File: config.mk
export PLATFORM = sky130hd
export DESIGN_NAME = ct_f_spsram_rdwr_ctrl
export DESIGN_NICKNAME = d
export VERILOG_FILES = /design/src/rtl/ct_f_spsram_rdwr_ctrl.sv
export SDC_FILE = /design/constraint.sdc
export NUM_CORES = 1
export LEC_CHECK = 0
export ABC_AREA = 1
export BUFFER_PORTS_ARGS = -buffer_cell sky130_fd_sc_hd__clkbuf_2
export CAP_MARGIN = 40
export CORE_AREA = 2 2 315 317
export CTS_BUF_LIST = sky130_fd_sc_hd__clkbuf_16
export DETAILED_ROUTE_END_ITERATION = 16
export DIE_AREA = 0 0 317 319
export GPL_ROUTABILITY_DRIVEN = 0
export PLACE_DENSITY = 0.41
export SLEW_MARGIN = 20
export SYNTH_ARGS = -nofsm -noshare
export SYNTH_HDL_FRONTEND = slang
export SYNTH_SLANG_ARGS = --single-unit
File: constraint.sdc
create_clock -name forever_cpuclk -period 1.35 [get_ports forever_cpuclk]
set_clock_uncertainty 0.05 [all_clocks]
set_input_delay 0.135 -clock forever_cpuclk [delete_from_list [all_inputs] [get_ports forever_cpuclk]]
set_output_delay 0.135 -clock forever_cpuclk [all_outputs]
set_load 0.01 [all_outputs]
File: src/rtl/ct_f_spsram_rdwr_ctrl.sv
// Single-port SRAM read/write controller with a 2-entry registered response FIFO.
// Optional power-up array zeroing is built when SPSRAM_CTRL_INIT_EN is defined.
module ct_f_spsram_rdwr_ctrl #(
    parameter int ADDR_WIDTH = 15,
    parameter int DATA_WIDTH = 128
) (
    input  logic                  forever_cpuclk,
    input  logic                  cpurst_b,
    input  logic                  req_vld,
    output logic                  req_rdy,
    input  logic                  req_wr,
    input  logic [ADDR_WIDTH-1:0] req_addr,
    input  logic [DATA_WIDTH-1:0] req_wdata,
    input  logic [DATA_WIDTH-1:0] req_wmask,
    output logic                  rsp_vld,
    input  logic                  rsp_rdy,
    output logic [DATA_WIDTH-1:0] rsp_rdata,
    output logic                  init_done,
    output logic [ADDR_WIDTH-1:0] sram_a,
    output logic                  sram_cen,
    output logic                  sram_gwen,
    output logic [DATA_WIDTH-1:0] sram_wen,
    output logic [DATA_WIDTH-1:0] sram_d,
    input  logic [DATA_WIDTH-1:0] sram_q
);

    localparam int FIFO_DEPTH = 2;

    typedef enum logic {ST_INIT = 1'b0, ST_RUN = 1'b1} state_t;

    state_t                state_reg;
    logic                  rd_pend_reg;
    logic [1:0]            fifo_cnt_reg;
    logic                  wr_ptr_reg;
    logic                  rd_ptr_reg;
    logic [DATA_WIDTH-1:0] fifo_mem_reg [FIFO_DEPTH];

    logic       req_acc;
    logic       rd_acc;
    logic       push;
    logic       pop;
    logic [1:0] occ;
    logic       rd_room;

`ifdef SPSRAM_CTRL_INIT_EN
    state_t                state_next;
    logic [ADDR_WIDTH-1:0] init_cnt_reg;

    always_ff @(posedge forever_cpuclk or negedge cpurst_b) begin
        if (!cpurst_b) begin
            state_reg    <= ST_INIT;
            init_cnt_reg <= '0;
        end else begin
            state_reg <= state_next;
            if (state_reg == ST_INIT)
                init_cnt_reg <= init_cnt_reg + ADDR_WIDTH'(1);
        end
    end

    always_comb begin
        state_next = state_reg;
        if ((state_reg == ST_INIT) && (init_cnt_reg == '1))
            state_next = ST_RUN;
    end
`else
    assign state_reg = ST_RUN;
`endif

    // Occupancy counts the read in flight so the FIFO can never be overrun.
    assign occ     = fifo_cnt_reg + {1'b0, rd_pend_reg};
    assign pop     = (fifo_cnt_reg != 2'd0) & rsp_rdy;
    assign rd_room = (occ < 2'd2) | ((occ == 2'd2) & pop);
    assign push    = rd_pend_reg;
    assign req_acc = req_vld & req_rdy;
    assign rd_acc  = req_acc & ~req_wr;

    always_comb begin
        req_rdy   = 1'b0;
        sram_cen  = 1'b1;
        sram_gwen = 1'b1;
        sram_wen  = '1;
        sram_a    = req_addr;
        sram_d    = req_wdata;
        if (state_reg == ST_RUN) begin
            req_rdy = cpurst_b & (req_wr | rd_room);
            if (req_vld & req_rdy) begin
                sram_cen  = 1'b0;
                sram_gwen = ~req_wr;
                sram_wen  = ~req_wmask;
            end
        end
`ifdef SPSRAM_CTRL_INIT_EN
        else begin
            sram_cen  = 1'b0;
            sram_gwen = 1'b0;
            sram_wen  = '0;
            sram_d    = '0;
            sram_a    = init_cnt_reg;
        end
`endif
    end

    assign init_done = (state_reg == ST_RUN);

    always_ff @(posedge forever_cpuclk or negedge cpurst_b) begin
        if (!cpurst_b) begin
            rd_pend_reg  <= 1'b0;
            fifo_cnt_reg <= 2'd0;
            wr_ptr_reg   <= 1'b0;
            rd_ptr_reg   <= 1'b0;
        end else begin
            rd_pend_reg  <= rd_acc;
            fifo_cnt_reg <= fifo_cnt_reg + {1'b0, push} - {1'b0, pop};
            if (push)
                wr_ptr_reg <= ~wr_ptr_reg;
            if (pop)
                rd_ptr_reg <= ~rd_ptr_reg;
        end
    end

    for (genvar gi = 0; gi < FIFO_DEPTH; gi++) begin : g_fifo
        always_ff @(posedge forever_cpuclk or negedge cpurst_b) begin
            if (!cpurst_b)
                fifo_mem_reg[gi] <= '0;
            else if (push && (wr_ptr_reg == 1'(gi)))
                fifo_mem_reg[gi] <= sram_q;
        end
    end

    assign rsp_vld   = (fifo_cnt_reg != 2'd0);
    assign rsp_rdata = fifo_mem_reg[rd_ptr_reg];

endmodule

==> flow_summary.ini <==
[layout]
fill_cells = 10690
num_antenna_cells = 0
largest_reg_flops = 256
nNetsFinal = 2740
final_cell_mix = nand2_1, clkbuf_2, dfrtp_1
seq_area_um2 = 6540
syn_to_final_growth_pct = 70.1
final_common_cell = nand2_1
multi_input_area_um2 = 6370
drive_gt1_share_pct = 49.0

[synthesis]
synth_area_um2 = 13900
synthMuxAreaShare_pct = 0
synthCells = 1714
synth_top_family_by_area = simple AND/OR/NAND/NOR gates
syn_avg_cell_area_um2 = 8.13
synth-xor-area-share_pct = 0.126
synthAdderAreaFrac_pct = 0.180
yosysSeqAreaShare_pct = 46.9
synthSimpleGateAreaFrac_pct = 23.4
ys_types = 22
yosysWarnings = 0
synth_compound_area_share_pct = 12.2
syn_nets = 2120
synth_seq_cells = 261

[worst_hold_path]
hold_path.class = in -> reg

[routing]
top_layer = met4
met1_length_um = 24100
wl_met3_um = 3650
drt-pass1-iter-count = 5
drt-initial-drc-count = 594
drtAntennaViolNets = 0
post_drt_wl_per_cell_um = 16.7
via_count = 13680
drc_errors = 0
viasPerCell = 3.76
wl_um = 60900
dr_wl_met2_um = 30100

[die]
ios = 808
fp.dieW_um = 317
die-area_um2 = 101000
core_um2 = 97700
die_h_um = 319
start_util_pct = 14.3
fp-row-count = 115

[power_and_ir_drop]
power_switching_mw = 21.1
clkPwrFrac_pct = 16.8
power.internal_mw = 31.9
p_leak_nw = 11.9
finalPower_mw = 53.0
peakVddDrop_mv = 0.869
combPwrFrac_pct = 55.6
seqPwrFrac_pct = 27.7
powerDensity_nw_per_um2 = 2240
p_sw_share_pct = 39.8

[timing]
final_hold_viol_count = 0
setup_viol = 503
rsz0062_at_grt = yes
max_freq_ghz = 0.444
period_share_pct = 167
setup_slack_ns = -0.901
final_max_slew_viol_count = 0
tightest_slew_ns = 0.610
fin_crit_ns = 2.25
max-slew-margin-rel_pct = 59.2

[placed_design]
port_buffers = 520
pre_cts_ws_ns = -0.357
dp_hpwl_um = 41100

[grt]
antenna_found_initial = 0
grt_overflow = 0
grt_pass1_wl_um = 81300
grt.total_usage_pct = 10.6
grt_max_degree = 60
grt_pass1_vias = 13220

[clocking]
htreeDepth = 2
clockRootBuffer = clkbuf_16
cts.sinks = 261
clockBufferDepth = 3
cts_buffers = 35
insertion_delay_ns = 0.58
clk_pin_slew_ns = 0.05
cts_tree = built

[worst_setup_path]
cp_max_fo = 5
cp-start-kind = flip-flop
endpoint_kind = output pin
worstPathArrival_ns = 2.07
crit_required_ns = 1.16
crit_type = reg -> out
r2r_slack_ns = -0.39

[run_status]
violations = negative setup slack
outcome = finished with violations

[flow_run]
cap_violations = 0
-- critical path, cell delays in order, from the launching register on --
cell and delay, ns:
dfrtp_1 0.39, ha_4 0.16, inv_2 0.03, nand2_2 0.06
nand2_2 0.07, nor2_4 0.19, nand2_4 0.11, buf_12 0.16
buf_16 0.14, nand4_1 0.06, buf_2 0.15
-- repair_timing --
item                                   4_1_cts  5_1_grt
gates cloned                                13       34
hold buffers                               134        1
pin swaps                                   12      112
resized for setup                           93      738
setup endpoints to repair                  421      527
setup buffers                               12       30
endpoints found under the hold margin      433        1
-- routing by layer --
metal / vias to the layer above / global-route usage [%]
met4: 0 / 5.94
met1: 6436 / 11.9
met2: 484 / 18.2
met5: - / 0
met3: 159 / 2.46
li1: 6601 / -
-- power by group through the flow --
stage               combinational, mW  clock, mW  sequential, mW
global route                     32.0       9.57            15.2
floorplan                        11.1          0            13.4
detailed placement               18.6          0            13.8
finish                           29.5       8.90            14.7
global placement                 18.5          0            13.8
CTS                              21.4       9.28            13.8
-- cells by family after synthesis --
logic type	after synthesis
flops	261
simple gates	783
xor+xnor	2
fa+ha+maj	2
buf+inv	408
compound gates	257
other cells	1
-- through the flow --
| stage | hold WS (ns) | util, % | area, um^2 | setup TNS [ns] | std cells |
|---|---|---|---|---|---|
| 6_report | 0.180 | 24.3 | 23700 | -245.33 | 3643 |
| 5_1_grt | 0.153 | 24.3 | 23700 | -294.24 | 3643 |
| 4_1_cts | -0.235 | 21.3 | 20800 | -237.78 | 3588 |
| 3_5_place_dp | 0.220 | 18.0 | 17600 | -70.64 | 3372 |
| 3_3_place_gp | 0.220 | 18.0 | 17600 | -64.50 | 3372 |
| 2_1_floorplan | -0.211 | - | 14000 | -13.40 | 1714 |
-- synthesized netlist by cell type (all sizes together) --
cell | n | area [um^2]
a21boi | 1 | 7.51
buf | 211 | 1650
clkbuf | 61 | 230
conb | 1 | 3.75
dfrtp | 261 | 6530
ha | 2 | 25.0
inv | 136 | 510
nand2 | 649 | 2440
nand3 | 2 | 10.0
nand4 | 129 | 807
nor2 | 2 | 7.51
o21ai | 256 | 1690
or2 | 1 | 6.26
xnor2 | 1 | 8.76
xor2 | 1 | 8.76
-- area by class of cell --
class | instances | share of cell area (%)
multi-input combinational | 1046 | 26.9
sequential | 261 | 27.6
clock inverter | 24 | 0.834
timing repair buffer | 854 | 32.0
clock buffer | 35 | 3.69
inverter | 136 | 2.22
tap | 1287 | 6.79
-- worst paths after layout --
check                      cells after the start                           from                            end
setup / recovery                              10      fifo_cnt_reg[0]$_DFF_PN0_                   sram_wen[69]
hold / removal                                 5                        req_vld                 push$_DFF_PN0_
setup reg to reg                               9                 push$_DFF_PN0_  fifo_mem_reg[238]$_DFFE_PN0P_
hold reg to reg                                2  fifo_mem_reg[208]$_DFFE_PN0P_  fifo_mem_reg[208]$_DFFE_PN0P_
max in group asynchronous                      5                       cpurst_b   fifo_mem_reg[67]$_DFFE_PN0P_
min in group asynchronous                      3                       cpurst_b  fifo_mem_reg[148]$_DFFE_PN0P_
(Power assumes the default switching activity.)
